File: src/rtl/adder_share_arbiter.sv
// adder_share_arbiter: round-robin sharing of one Adder32bit among N_REQ requesters (req_valid/req_ready/req_a/req_b/req_cin in, rsp_valid/rsp_ready/rsp_sum/rsp_cout/rsp_id out, busy)
module adder_share_arbiter #(
  parameter int N_REQ = 4,
  localparam int ID_W = $clog2(N_REQ)
) (
  input  logic                  clk,
  input  logic                  rst,
  input  logic [N_REQ-1:0]      req_valid,
  input  logic [32*N_REQ-1:0]   req_a,
  input  logic [32*N_REQ-1:0]   req_b,
  input  logic [N_REQ-1:0]      req_cin,
  output logic [N_REQ-1:0]      req_ready,
  output logic                  rsp_valid,
  input  logic                  rsp_ready,
  output logic [31:0]           rsp_sum,
  output logic                  rsp_cout,
  output logic [ID_W-1:0]       rsp_id,
  output logic                  busy
);
  typedef enum logic [1:0] {IDLE, ADD, HOLD} state_t;
  state_t state;
  logic [ID_W-1:0] ptr, id_r, g, idx;
  logic [31:0] a_r, b_r, s, sel_a, sel_b;
  logic cin_r, cout, any;
  always_comb begin
    g = ptr;
    idx = '0;
    for (int k = N_REQ - 1; k >= 0; k--) begin
      idx = ID_W'((int'(ptr) + k) % N_REQ);
      g = req_valid[idx] ? idx : g;
    end
  end
  assign any = |req_valid;
  assign sel_a = 32'(req_a >> {g, 5'd0});
  assign sel_b = 32'(req_b >> {g, 5'd0});
  assign req_ready = (state == IDLE && !rst && any) ? N_REQ'(1) << g : '0;
  assign busy = state != IDLE;
  Adder32bit u_add (.a(a_r), .b(b_r), .cin(cin_r), .s(s), .cout(cout));
  always_ff @(posedge clk) begin
    if (rst) begin
      state <= IDLE;
      ptr <= '0;
      id_r <= '0;
      a_r <= '0;
      b_r <= '0;
      cin_r <= 1'b0;
      rsp_valid <= 1'b0;
      rsp_sum <= '0;
      rsp_cout <= 1'b0;
      rsp_id <= '0;
    end else begin
      case (state)
        IDLE: if (any) begin
          a_r <= sel_a;
          b_r <= sel_b;
          cin_r <= req_cin[g];
          id_r <= g;
          ptr <= (g == ID_W'(N_REQ - 1)) ? '0 : g + 1'b1;
          state <= ADD;
        end
        ADD: begin
          rsp_sum <= s;
          rsp_cout <= cout;
          rsp_id <= id_r;
          rsp_valid <= 1'b1;
          state <= HOLD;
        end
        HOLD: if (rsp_ready) begin
          rsp_valid <= 1'b0;
          state <= IDLE;
        end
        default: state <= IDLE;
      endcase
    end
  end
endmodule

module Adder32bit (
  input  logic [31:0] a,
  input  logic [31:0] b,
  input  logic        cin,
  output logic [31:0] s,
  output logic        cout
);
  logic [32:0] c;
  assign c[0] = cin;
  for (genvar i = 0; i < 32; i++) begin : g_fa
    assign s[i] = a[i] ^ b[i] ^ c[i];
    assign c[i+1] = (a[i] & b[i]) | (c[i] & (a[i] ^ b[i]));
  end
  assign cout = c[32];
endmodule

File: config.mk
export PLATFORM = sky130hd
export DESIGN_NAME = adder_share_arbiter
export DESIGN_NICKNAME = d
export VERILOG_FILES = /design/src/rtl/adder_share_arbiter.sv
export SDC_FILE = /design/constraint.sdc
export NUM_CORES = 1
export LEC_CHECK = 0
export BUFFER_PORTS_ARGS = -buffer_cell sky130_fd_sc_hd__clkbuf_2
export CORE_MARGIN = 2
export CORE_UTILIZATION = 44
export DETAILED_ROUTE_END_ITERATION = 8
export PLACE_DENSITY_LB_ADDON = 0.12
export SYNTH_ARGS = -nofsm -noshare
export SYNTH_HDL_FRONTEND = slang
export SYNTH_SLANG_ARGS = --single-unit
File: constraint.sdc
create_clock -name clk -period 12.25 [get_ports clk]
set_clock_uncertainty 0.15 [all_clocks]
set_input_delay 1.225 -clock clk [delete_from_list [all_inputs] [get_ports clk]]
set_output_delay 1.225 -clock clk [all_outputs]
set_load 0.02 [all_outputs]
==> impl_metrics.xml <==
<?xml version="1.0" encoding="UTF-8"?>
<metrics>
  <group name="setup_path">
    <metric name="critical_path.endpoint_type" unit="">flip-flop</metric>
    <metric name="critical-path-slowest-cell" unit="">fa_1</metric>
    <metric name="worst-endpoint-required" unit="ns">12.37</metric>
    <metric name="critical_path.max_stage_delay" unit="ns">0.42</metric>
    <metric name="timing.critical_path.arrival" unit="ns">12.15</metric>
    <metric name="worst_r2r_path_depth" unit="">36</metric>
    <metric name="startpoint_class_of_the_critical_path" unit="">flip-flop</metric>
    <metric name="cp_common_cell" unit="">fa_2</metric>
    <metric name="crit_fanout" unit="">2</metric>
    <metric name="critical_path_class" unit="">reg2reg</metric>
  </group>
  <group name="floorplan">
    <metric name="core_area" unit="um^2">15300</metric>
    <metric name="initial_standard_cell_utilization_of_the_core" unit="">0.452</metric>
    <metric name="floorplan.die_area" unit="um^2">16700</metric>
    <metric name="boundaryPins" unit="">308</metric>
    <metric name="fp-row-count" unit="">45</metric>
    <metric name="floorplan.die.height" unit="um">129</metric>
    <metric name="dieWidth" unit="um">129</metric>
  </group>
  <group name="clock_network">
    <metric name="cts_max_path_buffers" unit="">2</metric>
    <metric name="worst_skew_pair.late_latency" unit="ns">0.35</metric>
    <metric name="cts_htree_levels" unit="">3</metric>
    <metric name="ctsHoldBuffers" unit="">0</metric>
    <metric name="tritoncts.num_buffers" unit="">9</metric>
    <metric name="clockRootBuffer" unit="">clkbuf_16</metric>
    <metric name="tritoncts" unit="">done</metric>
    <metric name="clk_pin_slew_worst_paths" unit="ns">0.06</metric>
    <metric name="numClockSinks" unit="">107</metric>
    <metric name="setup_fix_bufs_post_cts" unit="">0</metric>
  </group>
  <group name="detailed_routing">
    <metric name="ant_nets" unit="">0</metric>
    <metric name="num_vias" unit="">6959</metric>
    <metric name="drt-total-wl" unit="mm">22.9</metric>
    <metric name="first_iter_violations" unit="">511</metric>
    <metric name="drc" unit="">0</metric>
    <metric name="viasPerCell" unit="">5.50</metric>
    <metric name="wl_per_cell" unit="um">18.1</metric>
    <metric name="number_of_search_and_repair_iterations_in_the_first_detailed_routing_pass" unit="">5</metric>
  </group>
  <group name="timing">
    <metric name="rsz0062_at_grt" unit="">yes</metric>
    <metric name="final.hold.worst_slack" unit="ns">0.305</metric>
    <metric name="fmax" unit="MHz">83.1</metric>
    <metric name="timing.final.crit_share" unit="">0.982</metric>
    <metric name="final-hold-violation-count" unit="">0</metric>
    <metric name="report.final.setup_viol" unit="">0</metric>
    <metric name="relative_slew_slack" unit="">0.346</metric>
    <metric name="finalCriticalPeriod" unit="ns">12.03</metric>
    <metric name="slew_viol_final" unit="">0</metric>
    <metric name="worst_slew_pin_slew" unit="ns">0.978</metric>
  </group>
  <group name="yosys">
    <metric name="synthArstFlopShare" unit="">0</metric>
    <metric name="yosys_register_bits" unit="">107</metric>
    <metric name="syn_area" unit="um^2">6890</metric>
    <metric name="yosys_warnings" unit="">0</metric>
    <metric name="synth_cells" unit="">793</metric>
    <metric name="post_synth_num_cell_types" unit="">42</metric>
    <metric name="synth_ff_type" unit="">dfxtp_1</metric>
    <metric name="synth_enable_flop_cells" unit="">0</metric>
    <metric name="ys_top_cells_by_count" unit="">107 x dfxtp_1, 100 x a21oi_1, 71 x inv_1</metric>
    <metric name="post-synth-top-area-cell" unit="">dfxtp_1</metric>
    <metric name="postSynthNetCount" unit="">1096</metric>
    <metric name="netlist.area_leader.share" unit="">0.311</metric>
    <metric name="post_synth.cell_area_avg" unit="um^2">8.69</metric>
    <metric name="synth-seq-area-share" unit="">0.311</metric>
    <metric name="synth_most_common_cell" unit="">dfxtp_1</metric>
    <metric name="netlist_top_cells_area" unit="">dfxtp_1 31%, mux2i_1 9.6%, fa_1 9.3%</metric>
  </group>
  <group name="cells_and_area">
    <metric name="layout.cells.non_filler" unit="">1265</metric>
    <metric name="area_delta_synth_final" unit="%">28.5</metric>
    <metric name="number_of_inserted_diodes" unit="">0</metric>
    <metric name="layout-drive-gt1-share" unit="">0.388</metric>
    <metric name="design_area" unit="um^2">8860</metric>
    <metric name="design.final.nets" unit="">1352</metric>
  </group>
  <group name="flow_run">
    <metric name="drv_cap" unit="">0</metric>
  </group>
  <group name="power">
    <metric name="p_clk_frac" unit="">0.236</metric>
    <metric name="netSwitchingPower" unit="uW">488</metric>
    <metric name="power_report.internal_total" unit="uW">783</metric>
    <metric name="power.density_cell_area" unit="nW/um^2">143</metric>
    <metric name="power.static_leakage" unit="uW">0.00417</metric>
    <metric name="final_total_pwr" unit="uW">1270</metric>
    <metric name="seq_power_share" unit="">0.370</metric>
    <metric name="power.combinational.fraction" unit="">0.395</metric>
    <metric name="vdd_drop_max" unit="V">0.0000852</metric>
    <metric name="switching_share" unit="">0.384</metric>
  </group>
  <group name="placed_design">
    <metric name="dp.final_hpwl" unit="mm">16.9</metric>
    <metric name="place.port_buffers" unit="">307</metric>
    <metric name="place.gp.congestion" unit="">0.863</metric>
    <metric name="placement.cell_area" unit="um^2">8510</metric>
    <metric name="dp_cell_count" unit="">1249</metric>
  </group>
  <group name="run_status">
    <metric name="run_status" unit="">finished, final reports clean</metric>
  </group>
  <group name="global_route">
    <metric name="initial_antenna_violation_count" unit="">1</metric>
    <metric name="grt_pass1_vias" unit="">6437</metric>
    <metric name="maximum_number_of_pins_on_one_net_before_global_route_repair" unit="">77</metric>
    <metric name="grt-ovfl-total" unit="">0</metric>
    <metric name="grt_first_pass_wirelength" unit="mm">34.2</metric>
    <metric name="grt_util_all_layers" unit="">0.266</metric>
  </group>
  <group name="min_path">
    <metric name="min_path_type" unit="">reg2reg</metric>
    <metric name="hold_path_depth" unit="">2</metric>
  </group>
</metrics>
==> cell usage in the layout (no fill, tap or decap), types with 2 or more instances in the layout <==
cell type,count
a211oi_1,4
a21oi_1,100
a221oi_1,32
a31oi_1,32
and2_1,4
buf_4,12
clkbuf_16,9
clkbuf_2,306
clkbuf_8,2
clkinv_2,2
clkinv_4,2
dfxtp_1,106
fa_1,3
fa_2,29
ha_1,4
inv_1,71
mux2i_1,66
nand2_1,68
nand3_1,33
nand3b_1,30
nor2_1,10
nor2_2,2
nor2b_1,4
o21ai_0,33
o21ai_2,2
o221ai_1,3
o221ai_2,30
o31ai_1,32
or3_1,3
==> per-layer routing <==
metal | up-vias | global-route usage | share of wire
met3 | 20 | 0.0425 | 0.075
met4 | 0 | 0.0665 | 0.012
li1 | 3383 | - | -
met5 | - | 0 | 0
met1 | 3241 | 0.367 | 0.44
met2 | 315 | 0.439 | 0.47
==> layout make-up <==
| cell class | instances | area, um^2 |
|---|---|---|
| repair buffers | 318 | 1620 |
| clock inverters | 4 | 48.8 |
| clock buffers | 12 | 256 |
| well taps | 211 | 264 |
| fillers | 1454 | 6400 |
| flip-flops and latches | 107 | 2140 |
| inverters | 73 | 279 |
| multi-input cells | 540 | 4250 |
==> sequential cells by signal, indices dropped and copies added, names as in the netlist <==
| register | flops |
|---|---|
| b_r | 32 |
| cin_r | 1 |
| id_r | 2 |
| rsp_sum | 32 |
| a_r | 32 |
| rsp_valid | 1 |
| state | 2 |
| rsp_id | 2 |
| ptr | 2 |
| rsp_cout | 1 |
==> timing repair <==
action	CTS	global route
resized for setup	13	3
endpoints found under the setup margin	3	1
pin swaps	2	2
==> final timing paths <==
path,startpoint,endpoint,slack [ns]
worst max-delay path,a_r[0]$_SDFFE_PP0P_,rsp_sum[31]$_SDFFE_PP0P_,0.22
worst min register to register,id_r[0]$_SDFFE_PP0P_,id_r[0]$_SDFFE_PP0P_,0.30
worst max register to register,a_r[0]$_SDFFE_PP0P_,rsp_sum[31]$_SDFFE_PP0P_,0.22
worst min-delay path,id_r[0]$_SDFFE_PP0P_,id_r[0]$_SDFFE_PP0P_,0.30
==> power by group through the flow <==
stage | Clock (uW) | Combinational [uW] | Sequential, uW
after detailed placement | 0 | 499 | 477
after global placement | 0 | 497 | 474
final | 300 | 501 | 470
after global routing | 320 | 555 | 481
after floorplan | 0 | 330 | 481
after CTS | 306 | 503 | 471
==> cells by family after synthesis <==
kind of cell / after synthesis / synth area share
DFF: 107 / 0.311
buffers and inverters: 146 / 0.0891
and+or+nand+nor: 166 / 0.123
AOI/OAI and AO/OA: 272 / 0.281
adders and majority gates: 36 / 0.100
muxes: 66 / 0.0958
==> per-stage QoR <==
step	utilization	setup TNS, ns	setup WS, ns
5_1_grt	0.581	-0.110	-0.110
3_3_place_gp	0.558	-0.506	-0.393
3_5_place_dp	0.558	-0.752	-0.478
2_1_floorplan	-	0	0.0391
6_report	0.581	0	0.216
4_1_cts	0.580	0	0.00475
==> critical path, delay by kind of cell, from the launching register on <==
family / cells / cell delay, ns
AOI/OAI and AO/OA: 1 / 0.18
adders and majority gates: 32 / 11.09
buffers and inverters: 3 / 0.19
DFF: 1 / 0.34
No activity file was read; power rests on OpenSTA's default activity.
